===== config.mk =====
export PLATFORM = sky130hd
export DESIGN_NAME = branch_resolve_unit
export DESIGN_NICKNAME = d
export VERILOG_FILES = /design/src/rtl/branch_resolve_unit.sv
export SDC_FILE = /design/constraint.sdc
export NUM_CORES = 1
export LEC_CHECK = 0
export BUFFER_PORTS_ARGS = -buffer_cell sky130_fd_sc_hd__buf_2
export CORE_ASPECT_RATIO = 1.75
export CORE_MARGIN = 8
export CORE_UTILIZATION = 46
export CTS_CLUSTER_DIAMETER = 200
export DETAILED_ROUTE_END_ITERATION = 7
export PLACE_DENSITY = 0.69
export RECOVER_POWER = 50
export SLEW_MARGIN = 0
export SYNTH_ARGS = -nofsm -noshare
export SYNTH_HDL_FRONTEND = slang
export SYNTH_SLANG_ARGS = --single-unit
export TNS_END_PERCENT = 30

===== constraint.sdc =====
create_clock -name clk -period 3.8 [get_ports clk]
set_input_delay 0.57 -clock clk [delete_from_list [all_inputs] [get_ports clk]]
set_output_delay 0.57 -clock clk [all_outputs]
set_load 0.02 [all_outputs]

===== src/rtl/branch_resolve_unit.sv =====
// branch_resolve_unit: registered branch resolution with redirect target and 2-bit BHT
module branch_resolve_unit #(
  parameter int XLEN = 32,
  parameter int BHT_ENTRIES = 64,
  parameter logic [1:0] CTR_INIT = 2'b01
) (
  input  logic            clk,
  input  logic            rst,
  input  logic            in_valid,
  output logic            in_ready,
  input  logic [2:0]      br_type,
  input  logic            is_jalr,
  input  logic [XLEN-1:0] br_op1,
  input  logic [XLEN-1:0] br_op2,
  input  logic [XLEN-1:0] pc,
  input  logic [XLEN-1:0] target_base,
  input  logic [XLEN-1:0] imm,
  input  logic            pred_taken,
  input  logic            flush,
  output logic            out_valid,
  input  logic            out_ready,
  output logic            br_taken,
  output logic [XLEN-1:0] br_target,
  output logic [XLEN-1:0] redirect_pc,
  output logic            mispredict,
  input  logic [XLEN-1:0] lookup_pc,
  output logic            lookup_taken
);
  localparam int IDX = $clog2(BHT_ENTRIES);
  logic            eq, lt, ltu, taken_c, accept, retire;
  logic [XLEN-1:0] target_c;
  logic [IDX-1:0]  idx_q;
  logic [2:0]      type_q;
  logic [1:0]      bht [BHT_ENTRIES];
  logic            unused_lookup_bits;
  always_comb begin
    eq       = br_op1 == br_op2;
    lt       = $signed(br_op1) < $signed(br_op2);
    ltu      = br_op1 < br_op2;
    taken_c  = br_type == 3'd6 ? 1'b1 :
               br_type == 3'd7 ? 1'b0 :
               br_type[2]      ? ltu ^ br_type[0] :
               br_type[1]      ? lt ^ br_type[0] : eq ^ br_type[0];
    target_c = (target_base + imm) & {{(XLEN-1){1'b1}}, ~is_jalr};
    accept   = in_valid && in_ready && !flush;
    retire   = out_valid && out_ready && !flush;
  end
  assign in_ready           = !out_valid || out_ready;
  assign lookup_taken       = bht[lookup_pc[IDX+1:2]][1];
  assign unused_lookup_bits = ^{lookup_pc[XLEN-1:IDX+2], lookup_pc[1:0]};
  always_ff @(posedge clk) begin
    if (rst) begin
      out_valid   <= 1'b0;
      br_taken    <= 1'b0;
      br_target   <= '0;
      redirect_pc <= '0;
      mispredict  <= 1'b0;
      idx_q       <= '0;
      type_q      <= 3'd7;
    end else if (flush) begin
      out_valid <= 1'b0;
    end else if (accept) begin
      out_valid   <= 1'b1;
      br_taken    <= taken_c;
      br_target   <= target_c;
      redirect_pc <= taken_c ? target_c : pc + XLEN'(4);
      mispredict  <= taken_c != pred_taken;
      idx_q       <= pc[IDX+1:2];
      type_q      <= br_type;
    end else if (out_ready) begin
      out_valid <= 1'b0;
    end
  end
  always_ff @(posedge clk) begin
    if (rst) begin
      for (int i = 0; i < BHT_ENTRIES; i++) bht[i] <= CTR_INIT;
    end else if (retire && type_q < 3'd6) begin
      bht[idx_q] <= br_taken ? (bht[idx_q] == 2'd3 ? 2'd3 : bht[idx_q] + 2'd1)
                             : (bht[idx_q] == 2'd0 ? 2'd0 : bht[idx_q] - 2'd1);
    end
  end
endmodule


==> flow_metrics.tcl, run 1 <==
set metrics [dict create \
    outcome "complete, but fails checks" \
    violations "max-capacitance violations, max-slew violations" \
    dieArea_mm2 0.03418 \
    ant_nets 0 \
    yosys_warnings 0 \
    crit_top_cell "mux4_2" \
    synth_simple_gate_area_frac 0.2169 \
    path_cells "buf_12 -> mux4_2 -> mux4_2 -> mux4_2 -> inv_1 -> maj3_2 -> buf_4 -> nor3_1" \
    synth_adder_area_share 0.06462 \
    vias_per_cell 5.750 \
    min_path_cells 2 \
    ys_async_sr_fraction 0 \
    syn_inst 1335 \
    crit_type "flip-flop to flip-flop" \
    drt_drc_violations_left 0 \
    rsz0062_at_grt "no" \
    slowest_delay_ns 0.59 \
    max_freq_mhz 304.8 \
    max-vdd-ir-drop_mv 0.2992 \
    cts_setup_buffers 0 \
    start_util 0.4675 \
    route.vias.total 11035 \
    htreeDepth 1 \
    reg2reg_depth 8 \
    final_common_cell "nand2_1" \
    setup.worst_path.end_class "flip-flop" \
    num-nets-final 1796 \
    ys_seq_area_frac 0.4194 \
    grtUsageTotal 0.2202 \
    r2r-end "bht[41][1]" \
    p_per_area_mw_per_mm2 381.9 \
    cts-root-buf "clkbuf_16" \
    cp_data_arrival_time_ns 3.49 \
    cpLargestDelayFamily "multiplexers" \
    grt_overflow_total 0 \
    row_count 81 \
    hold_class "input port to flip-flop" \
    min_to "out_valid" \
    cp_num_buf_inv 3 \
    core_mm2 0.02787 \
    final_cell_area_mm2 0.01512 \
    cts_max_path_buffers 3 \
    hp-start "in_valid" \
    regToRegSetupSlack_ns 0.52 \
    synth_edf_count 128 \
    synth_fp_nets 1602 \
    worst-path-max-fanout 32 \
    tns_ns 0 \
    port_buffers 244 \
    synth_area_leaders "edfxtp_1 29%, dfxtp_1 12%, mux4_2 11%" \
    synth.avg_cell_area_um2 9.760 \
    period_needed_ns 3.281 \
    die_x_um 143.2 \
    finalSetupViolCount 0 \
    grt_pass1_vias 11251 \
    routed_wl_um 38190 \
    n_fill_cell 2489 \
    path_clk_slew_ns 0.06 \
    wl_per_cell_um 19.90 \
    cts.sinks 209 \
    antenna_found_initial 5 \
    num_io_pins 271 \
    synth_xor_area_frac 0.03630 \
    cts_hold_buf 0 \
    layout.cells.most_common_list "191 x nand2_1, 175 x buf_2, 128 x edfxtp_1" \
    place_congestion 0.9657 \
    synth_top_family_by_area "simple AND/OR/NAND/NOR gates" \
    cts_tree "built" \
    hpwlAfterDp_um 28960 \
    synth_top_area_frac 0.2950 \
    finalMaxSlewViolations 105 \
    placed_cell_area_mm2 0.01455 \
    worstSetupStartpointType "flip-flop" \
    synth_seq_cells 209 \
    cts-resized-gates 0 \
    fin_crit_sh 0.8634 \
    synth_ff_type "edfxtp_1" \
    netlist-cell-type-count 64 \
    dr.pass1.iters 5 \
    syn_area_mm2 0.01303 \
    finClkSkew_ns 0.02010 \
    drv_cap 1 \
    cts_made_buffers 21 \
    drive_gt1_frac 0.2209 \
    synth_mux_area_frac 0.1142 \
    synth_compound_area_frac 0.1025 \
    grt_max_degree 105 \
    clk-insertion-delay-late_ns 0.51 \
    crit_slowest_cell "mux4_2" \
    worstMarginPinSlew_ns 1.947 \
    drt_iter0_markers 847 \
    p_leak_nw 5.408 \
    die_height_um 238.6 \
    max-slew-margin-rel -0.2979 \
    finalHoldViolations 0 \
    yosysTopAreaCell "edfxtp_1" \
    area_growth_syn_to_layout_pct 16.04 \
    grt_pass1_wl_um 59260 \
    required_ns 4.01 \
]
==> report_power, final <==
part	total (mW)	internal (mW)	switching [mW]
combinational	1.18	0.467	0.714
sequential	2.55	2.49	0.0629
clock	2.04	1.16	0.881
total	5.77	4.12	1.66
==> registers in the layout, summed over array words and instances, names as in the netlist, named ones only <==
signal       flops
bht            128
br_taken         1
mispredict       1
br_target       32
idx_q            6
type_q           2
redirect_pc     32
out_valid        1
==> cells in the mapped netlist, types with 12 or more instances <==
cell type	instances
o311ai_0	20
xor2_1	26
dfxtp_1	81
o21ai_0	24
nand4_1	19
edfxtp_1	128
a211oi_1	14
xnor2_1	28
ha_1	64
clkbuf_1	63
buf_2	12
nor3_1	60
nand3b_1	25
nand3_1	64
nand2b_1	25
inv_1	46
or2_2	43
nor2_1	114
a21oi_1	80
mux4_2	62
nand2_1	191
==> stage by stage <==
step	setup slack (ns)	instances	total power, mW	utilization	hold slack [ns]
finish	0.5190	1919	5.773	0.5425	0.3195
global route	0.3634	1918	5.997	0.5424	0.3296
CTS	0.5034	1917	5.820	0.5458	0.3123
detailed placement	0.1696	1879	3.790	0.5222	0.4435
global placement	0.2695	1879	3.770	0.5222	0.4415
floorplan	0.1790	1335	3.361	-	0.4375
==> cells by family (layout without fill, tap and decap cells) <==
group,Yosys count,in the layout
and+or+nand+nor,589,589
AOI/OAI and AO/OA,205,205
adders and majority gates,67,67
buffers and inverters,140,349
xor gates and xnor gates,54,54
DFF,209,209
other,0,2
muxes,71,71
==> how the worst max path moves through the flow <==
| stage | start | to | slack, ns | cells after the start |
|---|---|---|---|---|
| floorplan | lookup_pc[2] | lookup_taken | 0.18 | 5 |
| global placement | target_base[0] | redirect_pc[28] | 0.27 | 13 |
| detailed placement | target_base[0] | redirect_pc[28] | 0.17 | 13 |
| CTS | flip-flop | bht[41][1] | 0.50 | 8 |
| global route | target_base[0] | redirect_pc[28] | 0.36 | 13 |
| finish | flip-flop | bht[41][1] | 0.52 | 8 |
==> metal layers <==
layer | vias to the layer above | wire (um) | global-route usage
met2 | 411 | 20810 | 0.4174
li1 | 5239 | - | -
met1 | 5297 | 13590 | 0.2365
met3 | 80 | 2474 | 0.04059
met4 | 8 | 1264 | 0.07493
met5 | - | 57 | 0
==> cell type report <==
| type | instances | area (um2) | share of cell area |
|---|---|---|---|
| Multi-Input combinational cell | 986 | 6987 | 0.4621 |
| Sequential cell | 209 | 5466 | 0.3616 |
| Timing Repair Buffer | 265 | 1364 | 0.09020 |
| Clock buffer | 27 | 548.0 | 0.03625 |
| Tap cell | 373 | 466.7 | 0.03087 |
| Inverter | 46 | 172.7 | 0.01142 |
| Clock inverter | 11 | 110.1 | 0.007282 |
| Antenna cell | 2 | 5.005 | 0.0003310 |
==> worst reg2reg max path, delay by kind of cell (launching register included) <==
kind                       cells  cell delay (ns)
DFF                            1             0.34
and+or+nand+nor                1             0.10
adders and majority gates      1             0.23
muxes                          3             1.63
buffers and inverters          3             0.68
(Power assumes the default switching activity.)
==> inputs of run 2 (changes only) <==
- ABC_AREA: not set -> 1
- PLACE_DENSITY: 0.69 -> 0.66
==> run 2 against run 1 <==
Sequential power is essentially flat. Die area up 6.6%. Clock skew shrank 0.0077 ns. Routed wire length increased by 30%. The flow still finishes with violations (max-capacitance violations, max-slew violations). Hold slack worse by 0.024 ns. Largest cell class unchanged. Synthesized area rose by 7.3%.
==> flow_metrics.tcl, run 2 <==
set metrics [dict create \
    outcome "complete, but fails checks" \
    violations "max-capacitance violations, max-slew violations" \
    synth_mux_area_frac 0 \
    final_core_util 0.5361 \
    met2_usage 0.4986 \
    netlist-cell-type-count 45 \
    synth_xor_area_frac 0.03070 \
    final_cell_area_mm2 0.01606 \
    core_mm2 0.02995 \
    num-nets-final 2375 \
    synth_edf_count 128 \
    regToRegSetupSlack_ns 0.64 \
    p_per_area_mw_per_mm2 385.2 \
    grt_overflow_total 0 \
    cts_made_buffers 22 \
    max_freq_mhz 316.2 \
    synth_compound_area_frac 0.1442 \
    dieArea_mm2 0.03645 \
    cp_data_arrival_time_ns 3.62 \
    synth_adder_area_share 0.05871 \
    worst-path-max-fanout 94 \
    grt_max_degree 95 \
    crit_slowest_cell "clkbuf_2" \
    setup.worst_path.end_class "flip-flop" \
    dr.pass1.iters 6 \
    drive_gt1_frac 0.1490 \
    cts_max_path_buffers 3 \
    die_x_um 147.8 \
    start_util 0.4668 \
    rsz0062_at_grt "no" \
    path_cells "inv_1 -> nor2_1 -> nor3_1 -> clkbuf_2 -> nand2_1 -> nand2_1 -> nand3_1 -> nand2_1" \
    top_regs "bht: 128 flops, br_target: 32 flops, redirect_pc: 32 flops" \
    antenna_found_initial 4 \
    worstSetupStartpointType "flip-flop" \
    routed_wl_um 49520 \
    synth_ff_type "edfxtp_1" \
    multi_input_area_mm2 0.007089 \
    worstMarginPinSlew_ns 1.946 \
    dp.cells 2471 \
    synthTopCellsByCount "331 x nand2_1, 292 x nor2_1, 242 x inv_1, 128 x edfxtp_1, 128 x o21ai_0" \
    holdWs_ns 0.2952 \
    hpwlAfterDp_um 37840 \
    fin_crit_sh 0.8322 \
    regArea_mm2 0.005466 \
    drt_iter0_markers 1125 \
    setup_slack_ns 0.6376 \
    drt_drc_violations_left 0 \
    seq_power_share 0.411 \
    fin_cells 2512 \
    final_common_cell "nand2_1" \
    pwr-share-comb 0.241 \
    grt_pass1_wl_um 75380 \
    top_usage_layer "met2" \
    required_ns 4.25 \
    finClkSkew_ns 0.01238 \
    p_leak_nw 6.762 \
    yosys_warnings 0 \
    placed_cell_area_mm2 0.01546 \
    r2r-start "out_valid" \
    synth_simple_gate_area_frac 0.2735 \
    min_path_cells 2 \
    cts.sinks 209 \
    synth_top_family_by_area "simple AND/OR/NAND/NOR gates" \
    tns_ns 0 \
    switching_share 0.3281 \
    netSwitchingPower_mw 2.029 \
    yosysMostFrequentCell "nand2_1" \
    wl_per_cell_um 19.71 \
    ys_async_sr_fraction 0 \
    crit_type "flip-flop to flip-flop" \
    largest_register_ffs 128 \
    num_io_pins 271 \
    grtUsageTotal 0.2665 \
    cts_hold_buf 0 \
    htreeDepth 1 \
    layout.cells.most_common_list "331 x nand2_1, 292 x nor2_1, 242 x inv_1" \
    grtUsageMet1 0.2721 \
    port_buffers 244 \
    vias_per_cell 5.539 \
    syn_inst 1891 \
    synth.avg_cell_area_um2 7.393 \
    finalHoldViolations 0 \
    synth_seq_cells 209 \
    max-vdd-ir-drop_mv 0.3546 \
    hp-start "in_valid" \
    r2r-end "redirect_pc[0]" \
    row_count 84 \
    finalMaxSlewViolations 130 \
    reg2reg_depth 8 \
    area_growth_syn_to_layout_pct 14.87 \
    min_to "out_valid" \
    max-slew-margin-rel -0.2972 \
    period_needed_ns 3.162 \
    slowest_delay_ns 1.36 \
    finalSetupViolCount 0 \
    regMostFlops "bht" \
    crit_top_cell "nand2_1" \
    n_fill_cell 2994 \
    clk-insertion-delay-late_ns 0.52 \
    syn_area_mm2 0.01398 \
    cts-resized-gates 0 \
    synth_top_area_frac 0.2749 \
    synth_area_leaders "edfxtp_1 27%, dfxtp_1 12%, nand2_1 8.9%" \
    ys_seq_area_frac 0.3909 \
    total_power_mw 6.186 \
    die_height_um 246.6 \
    synth_fp_nets 2158 \
    cts_setup_buffers 0 \
    clkPwrFrac 0.347 \
    power.internal_mw 4.156 \
    hold_class "input port to flip-flop" \
    cts_tree "built" \
    grt_util_met3 0.03656 \
    ant_nets 0 \
    cts-root-buf "clkbuf_16" \
    yosysTopAreaCell "edfxtp_1" \
    place_ws_ns 0.3977 \
    path_clk_slew_ns 0.06 \
    drv_cap 2 \
    route.vias.total 13914 \
    place_congestion 0.9751 \
    grt_pass1_vias 13947 \
]
==> run 2: cell count changes in the layout (fill, tap and decap cells not counted), sizes merged, moves of 14 or more <==
cell	delta
nand2	+205
inv	+201
nor2	+184
o21ai	+123
mux4	-62
nand3	+62
or2	-39
nor3	-38
o22ai	+32
a21oi	+25
nand2b	-25
nand3b	-23
o211ai	+20
a211oi	-14
==> run 2: critical path, delay by kind of cell, from the launching register on <==
| family | cells | cell delay, ns |
|---|---|---|
| buffers and inverters | 2 | 1.43 |
| flip-flops | 1 | 0.31 |
| AND/OR/NAND/NOR | 6 | 1.31 |
==> run 2: worst max path at each step <==
stage / startpoint / endpoint / depth (start not counted)
4_1_cts: lookup_pc[3] / lookup_taken / 10
3_3_place_gp: br_op1[31] / br_taken / 15
2_1_floorplan: br_op2[31] / redirect_pc[4] / 16
5_1_grt: out_valid / redirect_pc[15] / 8
6_report: out_valid / redirect_pc[0] / 8
3_5_place_dp: br_op1[31] / br_taken / 15
==> run 2: power groups by stage <==
stage | Combinational [mW] | Sequential [mW] | Clock (mW)
after global routing | 1.62 | 2.56 | 2.27
after detailed placement | 1.49 | 2.59 | 0
after global placement | 1.47 | 2.59 | 0
final | 1.49 | 2.54 | 2.15
after floorplan | 0.934 | 2.64 | 0
after CTS | 1.49 | 2.54 | 2.18
==> run 2: metal layers <==
layer,vias up,share of wire,wire (um)
met4,0,0.062,3071
met3,144,0.061,3040
met2,603,0.53,26180
met5,-,0,0
li1,6714,-,-
met1,6453,0.35,17230
==> run 2: cell type report <==
class                           instances  share of cell area
Inverter                              248             0.05851
Sequential cell                       209              0.3404
Clock inverter                          9            0.003428
Antenna cell                            4           0.0006233
Tap cell                              387             0.03015
Multi-Input combinational cell       1353              0.4414
Timing Repair Buffer                  274             0.08453
Clock buffer                           28             0.04090
==> run 2: logic make-up after synthesis <==
kind of cell / after synthesis
XOR/XNOR: 49
AND/OR/NAND/NOR: 884
adder cells (fa/ha/maj): 65
flip-flops: 209
buffers and inverters: 329
AO/OA/AOI/OAI: 355
